### src/rtl/mips_pkg.sv
// Shared MIPS pipeline definitions used by the comparator and the branch resolution stage.
//   br_type_e : decoded branch type encodings (BR_NONE..BR_JUMP, BR_RSVD)
//   CMP_*     : bit positions inside the 5-bit compare vector {eq, ne, lt, gt, zero}
//   BHT_RESET : reset value of every branch history counter (weakly not-taken)
//   bht_next  : saturating 2-bit counter update
package mips_pkg;

  typedef enum logic [2:0] {
    BR_NONE = 3'd0,
    BR_BEQ  = 3'd1,
    BR_BNE  = 3'd2,
    BR_BLT  = 3'd3,
    BR_BGT  = 3'd4,
    BR_BZ   = 3'd5,
    BR_JUMP = 3'd6,
    BR_RSVD = 3'd7
  } br_type_e;

  localparam int unsigned CMP_EQ   = 4;
  localparam int unsigned CMP_NE   = 3;
  localparam int unsigned CMP_LT   = 2;
  localparam int unsigned CMP_GT   = 1;
  localparam int unsigned CMP_ZERO = 0;

  localparam logic [1:0] BHT_RESET = 2'b01;

  function automatic logic [1:0] bht_next(input logic [1:0] cnt, input logic taken);
    logic [1:0] nxt;
    nxt = cnt;
    if (taken && cnt != 2'b11)
      nxt = cnt + 2'b01;
    else if (!taken && cnt != 2'b00)
      nxt = cnt - 2'b01;
    return nxt;
  endfunction

endpackage

### src/rtl/branch_resolve_if.sv
// EX-stage branch bus between the pipeline and the branch resolution stage.
//   master : pipeline side, drives the EX instruction and observes the redirect
//   slave  : branch_resolve side
// Signals: valid_in, br_type, compare_in, pc_in, offset_in, pred_taken_in (to resolver);
//          redirect_valid, redirect_pc, flush, br_taken (from resolver).
interface branch_resolve_if #(
  parameter int unsigned PC_W = 32
);
  logic            valid_in;
  logic [2:0]      br_type;
  logic [4:0]      compare_in;
  logic [PC_W-1:0] pc_in;
  logic [15:0]     offset_in;
  logic            pred_taken_in;
  logic            redirect_valid;
  logic [PC_W-1:0] redirect_pc;
  logic            flush;
  logic            br_taken;

  modport master (
    output valid_in, br_type, compare_in, pc_in, offset_in, pred_taken_in,
    input  redirect_valid, redirect_pc, flush, br_taken
  );

  modport slave (
    input  valid_in, br_type, compare_in, pc_in, offset_in, pred_taken_in,
    output redirect_valid, redirect_pc, flush, br_taken
  );
endinterface

### src/rtl/bht_2bit.sv
// Branch history table of 2-bit saturating counters.
//   clk, rst     : clock, synchronous active-high reset (all entries -> weakly not-taken)
//   rd_idx_i     : combinational lookup index
//   rd_taken_o   : MSB of the addressed counter (pre-update value on same-cycle write)
//   upd_i        : update strobe (caller gates with stall)
//   upd_idx_i    : index to update
//   upd_taken_i  : resolved direction, counts up if taken, down otherwise
module bht_2bit
  import mips_pkg::*;
#(
  parameter int unsigned IDX_W = 4
) (
  input  logic             clk,
  input  logic             rst,
  input  logic [IDX_W-1:0] rd_idx_i,
  output logic             rd_taken_o,
  input  logic             upd_i,
  input  logic [IDX_W-1:0] upd_idx_i,
  input  logic             upd_taken_i
);
  localparam int unsigned DEPTH = 1 << IDX_W;

  logic [1:0] cnt_q [DEPTH];

  assign rd_taken_o = cnt_q[rd_idx_i][1];

  always_ff @(posedge clk) begin
    if (rst) begin
      for (int unsigned i = 0; i < DEPTH; i++)
        cnt_q[i] <= BHT_RESET;
    end else if (upd_i) begin
      cnt_q[upd_idx_i] <= bht_next(cnt_q[upd_idx_i], upd_taken_i);
    end
  end
endmodule

### src/rtl/branch_resolve.sv
// EX-stage branch resolution: decides direction, computes the target, detects
// mispredictions against the IF prediction, issues a one-cycle redirect/flush and
// trains the branch history table that IF queries combinationally.
//   clk, rst          : clock, synchronous active-high reset (overrides stall)
//   stall             : pipeline hold, freezes all state
//   ex                : EX branch bus (slave side)
//   lookup_pc         : IF-stage PC for the prediction query
//   pred_taken_out    : combinational prediction for lookup_pc
//   br_count          : resolved conditional branches, saturating
//   mispredict_count  : mispredictions, saturating
module branch_resolve
  import mips_pkg::*;
#(
  parameter int unsigned PC_W      = 32,
  parameter int unsigned BHT_IDX_W = 4,
  parameter int unsigned CNT_W     = 16
) (
  input  logic               clk,
  input  logic               rst,
  input  logic               stall,
  branch_resolve_if.slave    ex,
  input  logic [PC_W-1:0]    lookup_pc,
  output logic               pred_taken_out,
  output logic [CNT_W-1:0]   br_count,
  output logic [CNT_W-1:0]   mispredict_count
);
  localparam logic [0:0] ST_RUN    = 1'b0;
  localparam logic [0:0] ST_SQUASH = 1'b1;

  logic [0:0]      state_q, state_d;
  logic            redirect_q, redirect_d;
  logic [PC_W-1:0] rpc_q, rpc_d;
  logic            taken_q, taken_d;
  logic [CNT_W-1:0] brc_q, brc_d;
  logic [CNT_W-1:0] misc_q, misc_d;

  logic            taken, is_branch, is_cond;
  logic            resolve, mispredict;
  logic [PC_W-1:0] fall_pc, target_pc;

  always_comb begin
    taken     = 1'b0;
    is_branch = 1'b1;
    is_cond   = 1'b1;
    case (br_type_e'(ex.br_type))
      BR_BEQ:  taken = ex.compare_in[CMP_EQ];
      BR_BNE:  taken = ex.compare_in[CMP_NE];
      BR_BLT:  taken = ex.compare_in[CMP_LT];
      BR_BGT:  taken = ex.compare_in[CMP_GT];
      BR_BZ:   taken = ex.compare_in[CMP_ZERO];
      BR_JUMP: begin taken = 1'b1; is_cond = 1'b0; end
      default: begin is_branch = 1'b0; is_cond = 1'b0; end
    endcase
  end

  assign fall_pc   = ex.pc_in + PC_W'(4);
  assign target_pc = fall_pc + {{(PC_W-18){ex.offset_in[15]}}, ex.offset_in, 2'b00};

  // SQUASH discards the wrong-path EX instruction by masking resolution.
  assign resolve    = ex.valid_in && (state_q == ST_RUN) && !stall && is_branch;
  assign mispredict = resolve && (taken ^ ex.pred_taken_in);

  always_comb begin
    state_d    = (state_q == ST_SQUASH) ? ST_RUN : (mispredict ? ST_SQUASH : ST_RUN);
    redirect_d = mispredict;
    rpc_d      = rpc_q;
    taken_d    = taken_q;
    brc_d      = brc_q;
    misc_d     = misc_q;
    if (mispredict) begin
      rpc_d = taken ? target_pc : fall_pc;
      if (misc_q != '1) misc_d = misc_q + CNT_W'(1);
    end
    if (resolve) taken_d = taken;
    if (resolve && is_cond && brc_q != '1) brc_d = brc_q + CNT_W'(1);
  end

  always_ff @(posedge clk) begin
    if (rst) begin
      state_q    <= ST_RUN;
      redirect_q <= 1'b0;
      rpc_q      <= '0;
      taken_q    <= 1'b0;
      brc_q      <= '0;
      misc_q     <= '0;
    end else if (!stall) begin
      state_q    <= state_d;
      redirect_q <= redirect_d;
      rpc_q      <= rpc_d;
      taken_q    <= taken_d;
      brc_q      <= brc_d;
      misc_q     <= misc_d;
    end
  end

  bht_2bit #(.IDX_W(BHT_IDX_W)) u_bht (
    .clk         (clk),
    .rst         (rst),
    .rd_idx_i    (lookup_pc[BHT_IDX_W+1:2]),
    .rd_taken_o  (pred_taken_out),
    .upd_i       (resolve && is_cond),
    .upd_idx_i   (ex.pc_in[BHT_IDX_W+1:2]),
    .upd_taken_i (taken)
  );

  assign ex.redirect_valid = redirect_q;
  assign ex.flush          = redirect_q;
  assign ex.redirect_pc    = rpc_q;
  assign ex.br_taken       = taken_q;
  assign br_count          = brc_q;
  assign mispredict_count  = misc_q;
endmodule

### src/flat_wrapper.sv
// flat-port wrapper written by rule: the top's interface ports become plain ports
module branch_resolve_flat import mips_pkg::*;
#(
  parameter int unsigned PC_W      = 32,
  parameter int unsigned BHT_IDX_W = 4,
  parameter int unsigned CNT_W     = 16
)
  (clk, rst, stall, lookup_pc, pred_taken_out, br_count, mispredict_count, ex_valid_in, ex_br_type, ex_compare_in, ex_pc_in, ex_offset_in, ex_pred_taken_in, ex_redirect_valid, ex_redirect_pc, ex_flush, ex_br_taken);
  branch_resolve_if #(.PC_W(PC_W)) ex_i ();
  input  logic clk;
  input  logic rst;
  input  logic stall;
  input  logic [PC_W-1:0] lookup_pc;
  output logic pred_taken_out;
  output logic [CNT_W-1:0] br_count;
  output logic [CNT_W-1:0] mispredict_count;
  input wire logic [$bits(ex_i.valid_in)-1:0] ex_valid_in;
  input wire logic [$bits(ex_i.br_type)-1:0] ex_br_type;
  input wire logic [$bits(ex_i.compare_in)-1:0] ex_compare_in;
  input wire logic [$bits(ex_i.pc_in)-1:0] ex_pc_in;
  input wire logic [$bits(ex_i.offset_in)-1:0] ex_offset_in;
  input wire logic [$bits(ex_i.pred_taken_in)-1:0] ex_pred_taken_in;
  output wire logic [$bits(ex_i.redirect_valid)-1:0] ex_redirect_valid;
  output wire logic [$bits(ex_i.redirect_pc)-1:0] ex_redirect_pc;
  output wire logic [$bits(ex_i.flush)-1:0] ex_flush;
  output wire logic [$bits(ex_i.br_taken)-1:0] ex_br_taken;
  assign ex_i.valid_in = ex_valid_in;
  assign ex_i.br_type = ex_br_type;
  assign ex_i.compare_in = ex_compare_in;
  assign ex_i.pc_in = ex_pc_in;
  assign ex_i.offset_in = ex_offset_in;
  assign ex_i.pred_taken_in = ex_pred_taken_in;
  assign ex_redirect_valid = ex_i.redirect_valid;
  assign ex_redirect_pc = ex_i.redirect_pc;
  assign ex_flush = ex_i.flush;
  assign ex_br_taken = ex_i.br_taken;
  branch_resolve #(.PC_W(PC_W), .BHT_IDX_W(BHT_IDX_W), .CNT_W(CNT_W)) u_core (.clk(clk), .rst(rst), .stall(stall), .ex(ex_i), .lookup_pc(lookup_pc), .pred_taken_out(pred_taken_out), .br_count(br_count), .mispredict_count(mispredict_count));
endmodule
### config.mk
export PLATFORM = sky130hd
export DESIGN_NAME = branch_resolve_flat
export DESIGN_NICKNAME = d
export VERILOG_FILES = /design/src/rtl/mips_pkg.sv /design/src/rtl/branch_resolve_if.sv /design/src/rtl/bht_2bit.sv /design/src/rtl/branch_resolve.sv /design/src/flat_wrapper.sv
export SDC_FILE = /design/constraint.sdc
export NUM_CORES = 1
export LEC_CHECK = 0
export ABC_AREA = 0
export CORE_MARGIN = 10
export CORE_UTILIZATION = 45
export DETAILED_ROUTE_END_ITERATION = 6
export HOLD_SLACK_MARGIN = 0.06
export PLACE_DENSITY = 0.79
export SLEW_MARGIN = 25
export SYNTH_ARGS = -nofsm -noshare
export SYNTH_HDL_FRONTEND = slang
export SYNTH_SLANG_ARGS = --single-unit
export TNS_END_PERCENT = 50
### constraint.sdc
create_clock -name clk -period 4.9 [get_ports clk]
set_input_delay 0.98 -clock clk [delete_from_list [all_inputs] [get_ports clk]]
set_output_delay 0.98 -clock clk [all_outputs]
set_load 0.03 [all_outputs]
* Yosys cells after proc, flatten, opt, wreduce, memory -nomap -nowiden *
Memory sizes are Yosys's and may differ from the RTL's.
Index checks and enable logic that the tools add are counted.

word-level totals
  register bits after elaboration = 67
  RAM bits = 32
  bits of input ports = 93
  output and inout port bits = 68
  word-level logic and storage cells = 61
  memories kept = 1

memories
  name                depth  width  read ports  clocked after Yosys merged registers in  wr ports  line            text
  u_core.u_bht.cnt_q  16     2      2           0                                        16        bht_2bit.sv:23  logic [1:0] cnt_q [DEPTH];

operators by class
  $add $sub $neg = 6
  equality and inequality tests = 9
  multiplexer cells = 18
  bitwise logic cells = 3
  reductions and logical operators = 18

operator list
  cell                                               number
  adder 16 x 1 -> 16 bit (second input constant)     2
  adder 32 x 3 -> 32 bit (second input constant)     1
  adder 32 bit                                       1
  2-to-1 mux 32 bit                                  1
  != test 16 bit (second input constant)             2
  2-to-1 mux 1 bit                                   10
  2-to-1 mux 2 bit                                   5
  == test 3 bit (second input constant)              3
  logical AND 1 bit                                  8
  == test 3 x 2 -> 1 bit (second input constant)     2
  one-hot mux 1 bit (6 select lines)                 1
  AND reduction 2 bit                                3
  OR reduction 6 bit                                 1
  OR reduction 5 bit                                 1
  2-to-1 mux 4 bit                                   1
  == test 3 x 1 -> 1 bit (second input constant)     1
  AND reduction 3 bit                                1
  adder 2 x 1 -> 2 bit (second input constant)       1
  logical NOT 1 bit                                  2
  != test 2 bit (second input constant)              1
  NOT 1 bit                                          2
  nonzero test 2 bit                                 1
  OR reduction 2 bit                                 1
  subtractor 2 x 1 -> 2 bit (second input constant)  1
  XOR 1 bit                                          1

* Logic depth before layout (Yosys ltp) *
  word-level depth = 10
  gate-level depth with buffers = 16
  mapped depth without buffers = 15

* Modules after synthesis *
From an unflattened synthesis, not the netlist that was laid out.

second synthesis, totals
  cells, all modules = 871
  area, all modules = 7243.2 um^2

modules (own cells, without submodules)
  module          times used  cells an instance  area each (um^2)  sequential area each (um^2)
  branch_resolve  1           705                5285.1            1341.3
  bht_2bit        1           166                1958.1            960.9

* Worst setup path after synthesis *
Ideal clock, no wire load.

  path kind = input port to flip-flop
  from = in ex_pc_in[5]
  to = reg u_core.rpc_q[30] (netlist: u_core.ex.redirect_pc[30])
  library setup time = 0.120 ns
  data arrival time = 4.089 ns
  required time = 4.780 ns
  path slack = 0.691 ns
  stages on the path = 15
  buffers on the path = 1
  cells stage by stage = clkbuf_1 and4_1 and2_1 and3_1 nand3_1 xnor2_1 ha_1 a21oi_1 inv_1 a41oi_4 o21a_1 or4b_1 a21o_1 o21a_1 o31a_1

on the way
  word-level cells in the longest chain between the ends = 3

ends and longest elaborated chain
  element                     line                  text
  from (decl)                 flat_wrapper.sv:20    input wire logic [$bits(ex_i.pc_in)-1:0] ex_pc_in;
  adder 32 x 3 -> 32 bit (*)  branch_resolve.sv:56  assign fall_pc = ex.pc_in + PC_W'(4);
  adder 32 bit                branch_resolve.sv:57  assign target_pc = fall_pc + {{(PC_W-18){ex.offset_in[15]}}, ex.offset_in, 2'b00};
  2-to-1 mux 32 bit (*)       branch_resolve.sv:71  rpc_d = taken ? target_pc : fall_pc;
  to (signal assigned)        branch_resolve.sv:89  rpc_q <= rpc_d;
  to (decl)                   branch_resolve.sv:32  logic [PC_W-1:0] rpc_q, rpc_d;

Every way passes the cells marked *; elsewhere a longest branch is shown, timed or not.
A chain may end at the register's enable or synchronous reset.

* Final worst setup path *
  from = in ex_pc_in[2]
  to = reg u_core.rpc_q[30] (netlist: u_core.ex.redirect_pc[30])

The elaborated chain is that of the path after synthesis.

==> results by group <==
Final layout
  – Fill count: 1331
  – Share of post-route cells with drive strength above 1: 7.85%
  – Area growth from synthesis to final layout: 28.3%
  – Number of nets in the finished design: 1088
  – Cell area after layout: 8900 sq um
  – Diodes inserted: 0

Worst setup path
  – Type of the setup path with the least slack: input port to flip-flop
  – Critical Path RT: 5.14 ns
  – Critical Path Source Type: input port
  – Arrival time of the worst setup path: 4.69 ns
  – Critical path fanouts, max: 6
  – Critical Path End Type: flip-flop

Synthesis
  – Average instance area after synthesis: 8.49 sq um
  – Sequential cell area fraction in the yosys report: 33.2%
  – Share of the synthesized area in the top cell type: 19.3%
  – Dominant cell type by area after synthesis: sky130_fd_sc_hd__dfxtp_1
  – Async set-reset flop share out of synthesis: 0%
  – Top area cells in the synthesized netlist: sky130_fd_sc_hd__dfxtp_1 19%, sky130_fd_sc_hd__edfxtp_1 14%, sky130_fd_sc_hd__ha_1 7.9%
  – Register bit count reported by yosys: 99
  – Cells after synthesis: 817
  – Cell area after synthesis: 6940 sq um
  – Number of enable-type register cells in the synthesized netlist: 32
  – Most common flop cell mapped by yosys: sky130_fd_sc_hd__dfxtp_1
  – Netlist cell types: 61
  – YS warnings: 0
  – Post-Syn Nets: 955

Routing
  – Drt pass-1 iters: 4
  – Number of remaining DRC errors: 0
  – Routed wire length: 20000 um
  – Routed via count: 6479
  – Starting DRT DRC Count: 443
  – Detailed-route wire length per cell: 17.5 um
  – Antenna violation net count after detailed routing: 0
  – Per-cell via count in the routed design: 5.67

Clocking
  – Clock-pin slew reported for the worst setup and hold paths after clock tree synthesis: 0.07 ns
  – TritonCTS Sinks: 99
  – Deepest clock path buffer count: 2
  – Hold buffers post-CTS: 0
  – Clock root buffer: sky130_fd_sc_hd__clkbuf_16
  – Insertion delay of the later-clocked pin in the worst-skew pair: 0.35 ns
  – Number of buffers added by the clock tree synthesis step: 9
  – Count of H-tree levels built during CTS: 3
  – Clock tree from TritonCTS: built

Hold path
  – Class of the tightest hold or removal check: flip-flop to flip-flop

GRT
  – Pin count of the biggest net entering global routing: 43
  – Global-route wire length before repair: 32400 um
  – Total global routing overflow: 0
  – Via count of the first global-routing pass: 6368
  – Number of antenna violations at the first check in global routing: 0
  – Total routing usage reported by global routing: 19.3%

Pwr
  – Total power of the final layout: 2.26 mW
  – Leakage: 3.29 nW
  – Power density normalized to cell area: 254 nW/um^2
  – Max IR drop VDD: 0.000185 V

Floorplanning
  – Floorplan die area: 20800 sq um
  – Die Y-Extent: 144 um
  – Number of top-level pins: 161
  – Core ar.: 15100 sq um
  – Effective utilization at floorplan: 45.8%
  – Die Wd: 144 um
  – Row Count: 45

Timing
  – Fin Clk Skew: 0.00640 ns
  – Max-slew headroom: 35.8%
  – Final-report hold violation count: 0
  – Setup repair after global routing missed its margin: false
  – Min Clock Period, post-route: 4.45 ns
  – Slew of the pin with the lowest slew margin: 0.961 ns
  – Part of the cycle the worst path needs: 90.9%
  – Sum of negative setup slack: 0 ns
  – Highest clock rate: 0.224 GHz
  – Fin. max-slew vios: 0
  – Count of final setup violators: 0

Placed design
  – Half-perimeter wire length of the detailed placement result: 15200 um
  – PortBufs: 132
  – GP Congestion: 0.900
  – Instance area at placement: 8570 sq um

Run
  – Max-capacitance violation count: 0

Outcome
  – Status: complete, no violations
-- worst max-delay path, stage by stage --
cell and delay, ns:
sky130_fd_sc_hd__clkdlybuf4s50_1 0.58, sky130_fd_sc_hd__buf_4 0.25, sky130_fd_sc_hd__ha_1 0.26, sky130_fd_sc_hd__xor2_1 0.18, sky130_fd_sc_hd__ha_1 0.37, sky130_fd_sc_hd__a21oi_2 0.11
sky130_fd_sc_hd__o211ai_4 0.24, sky130_fd_sc_hd__a41oi_4 0.17, sky130_fd_sc_hd__o21a_1 0.25, sky130_fd_sc_hd__or4b_1 0.59, sky130_fd_sc_hd__a21o_1 0.24, sky130_fd_sc_hd__o21a_1 0.17
sky130_fd_sc_hd__o31a_1 0.29
-- registers in the layout (all words and copies together) (netlist names) --
name                     cells
u_core.ex.br_taken           1
u_core.ex.redirect_pc       32
u_core.ex.flush              1
u_core.br_count             16
u_core.state_q               1
u_core.u_bht.cnt_q          32
u_core.mispredict_count     16
-- routing by layer --
layer / GRT usage [%] / vias to the layer above / part of all wire (%) / wire length [um]
li1: - / 3223 / - / -
met1: 24.6 / 3021 / 45 / 8970
met2: 31.5 / 209 / 46 / 9170
met3: 4.46 / 26 / 7.6 / 1510
met4: 6.44 / 0 / 1.7 / 336
met5: 0 / - / 0 / 0
-- placed cells by master (no fill, tap or decap), types with 3 or more instances in the layout --
cell / synthesis / routed
sky130_fd_sc_hd__clkdlybuf4s50_1: 0 / 131
sky130_fd_sc_hd__nor2_1: 104 / 104
sky130_fd_sc_hd__nand2_1: 101 / 101
sky130_fd_sc_hd__dfxtp_1: 67 / 67
sky130_fd_sc_hd__nand3_1: 52 / 52
sky130_fd_sc_hd__xnor2_1: 48 / 48
sky130_fd_sc_hd__ha_1: 44 / 44
sky130_fd_sc_hd__a21oi_1: 40 / 39
sky130_fd_sc_hd__edfxtp_1: 32 / 32
sky130_fd_sc_hd__buf_4: 1 / 31
sky130_fd_sc_hd__xor2_1: 28 / 28
sky130_fd_sc_hd__nor3_1: 22 / 22
sky130_fd_sc_hd__inv_1: 20 / 20
sky130_fd_sc_hd__a21o_1: 18 / 18
sky130_fd_sc_hd__a211oi_1: 18 / 18
sky130_fd_sc_hd__o21ai_0: 17 / 17
sky130_fd_sc_hd__nand4_1: 15 / 15
sky130_fd_sc_hd__mux4_2: 15 / 15
sky130_fd_sc_hd__and3_1: 14 / 14
sky130_fd_sc_hd__a31oi_1: 14 / 14
sky130_fd_sc_hd__o21ai_1: 12 / 12
sky130_fd_sc_hd__and2_1: 10 / 10
sky130_fd_sc_hd__and4_1: 9 / 9
sky130_fd_sc_hd__clkbuf_16: 0 / 9
sky130_fd_sc_hd__nor4_1: 6 / 6
sky130_fd_sc_hd__o21a_1: 6 / 6
sky130_fd_sc_hd__or3_1: 6 / 6
sky130_fd_sc_hd__mux2i_1: 5 / 5
sky130_fd_sc_hd__a311oi_1: 5 / 5
sky130_fd_sc_hd__o211ai_1: 4 / 4
sky130_fd_sc_hd__a211o_1: 3 / 3
sky130_fd_sc_hd__nor2b_1: 4 / 3
sky130_fd_sc_hd__nand3b_1: 3 / 3
-- layout make-up --
class                   count  area, sq um  area share (%)
flip-flops and latches     99         2300            25.9
repair buffers            163         1550            17.4
well taps                 188          235            2.64
clock buffers              11          234            2.63
multi-input cells         657         4420            49.6
clock inverters             5         86.3           0.970
inverters                  20         75.1           0.844
-- synth_stat cells (all sizes together), types with 2 or more instances --
cell type and instances:
a211oi 18, o31a 2, mux4 15, and2 10, xor2 28, o2111ai 2, nor4 6, a21o 18
nor2 104, o211a 2, o31ai 2, nand3 52, o21bai 2, dfxtp 67, nor3 23, nand4 15
a211o 3, nor2b 4, buf 9, xnor2 49, o211ai 5, nor3b 2, a311oi 5, a31oi 14
a2111oi 2, edfxtp 32, and3 14, and4 9, nand3b 3, mux2i 5, inv 20, o21a 6
o21ai 31, ha 44, or3 6, a21oi 41, clkbuf 32, nand2 102
-- through the flow --
step	util [%]	hold WS, ns	setup WS (ns)	std cells
4_1_cts	58.7	0.452	0.437	1143
3_3_place_gp	56.6	0.438	0.104	1127
3_5_place_dp	56.6	0.442	0.0885	1127
5_1_grt	58.8	0.477	0.0882	1143
2_1_floorplan	-	0.432	0.691	817
6_report	58.8	0.450	0.445	1143
-- final timing paths --
kind | startpoint | end | slack, ns | depth (start not counted)
max reg2reg | u_core.u_bht.cnt_q[4][0]$_SDFFCE_PN1P_ | u_core.u_bht.cnt_q[6][0]$_SDFFCE_PN1P_ | 2.27 | 7
min | u_core.state_q$_SDFFE_PP0N_ | u_core.state_q$_SDFFE_PP0N_ | 0.45 | 2
max | ex_pc_in[2] | u_core.ex.redirect_pc[30]$_SDFFE_PP0P_ | 0.45 | 13
min reg2reg | u_core.state_q$_SDFFE_PP0N_ | u_core.state_q$_SDFFE_PP0N_ | 0.45 | 2
-- kinds of logic (layout without fill, tap and decap cells) --
logic type / Yosys count / in the layout / synth area share [%]
compound gates: 160 / 160 / 15.7
xor+xnor: 77 / 77 / 9.83
fa+ha+maj: 45 / 45 / 8.23
buf+inv: 61 / 199 / 3.48
flops: 99 / 99 / 33.2
mux: 20 / 20 / 5.59
simple gates: 355 / 355 / 24.0
-- report_power, final --
group | leakage (nW) | switching (mW) | internal [mW]
logic | 2.31 | 0.339 | 0.256
clock network | 0.158 | 0.329 | 0.455
registers | 0.820 | 0.0145 | 0.869
-- timing repair --
item / CTS / global route
resized for setup: 0 / 1
setup buffers: 0 / 0
endpoints found under the setup margin: 0 / 1
(Power assumes the default switching activity.)
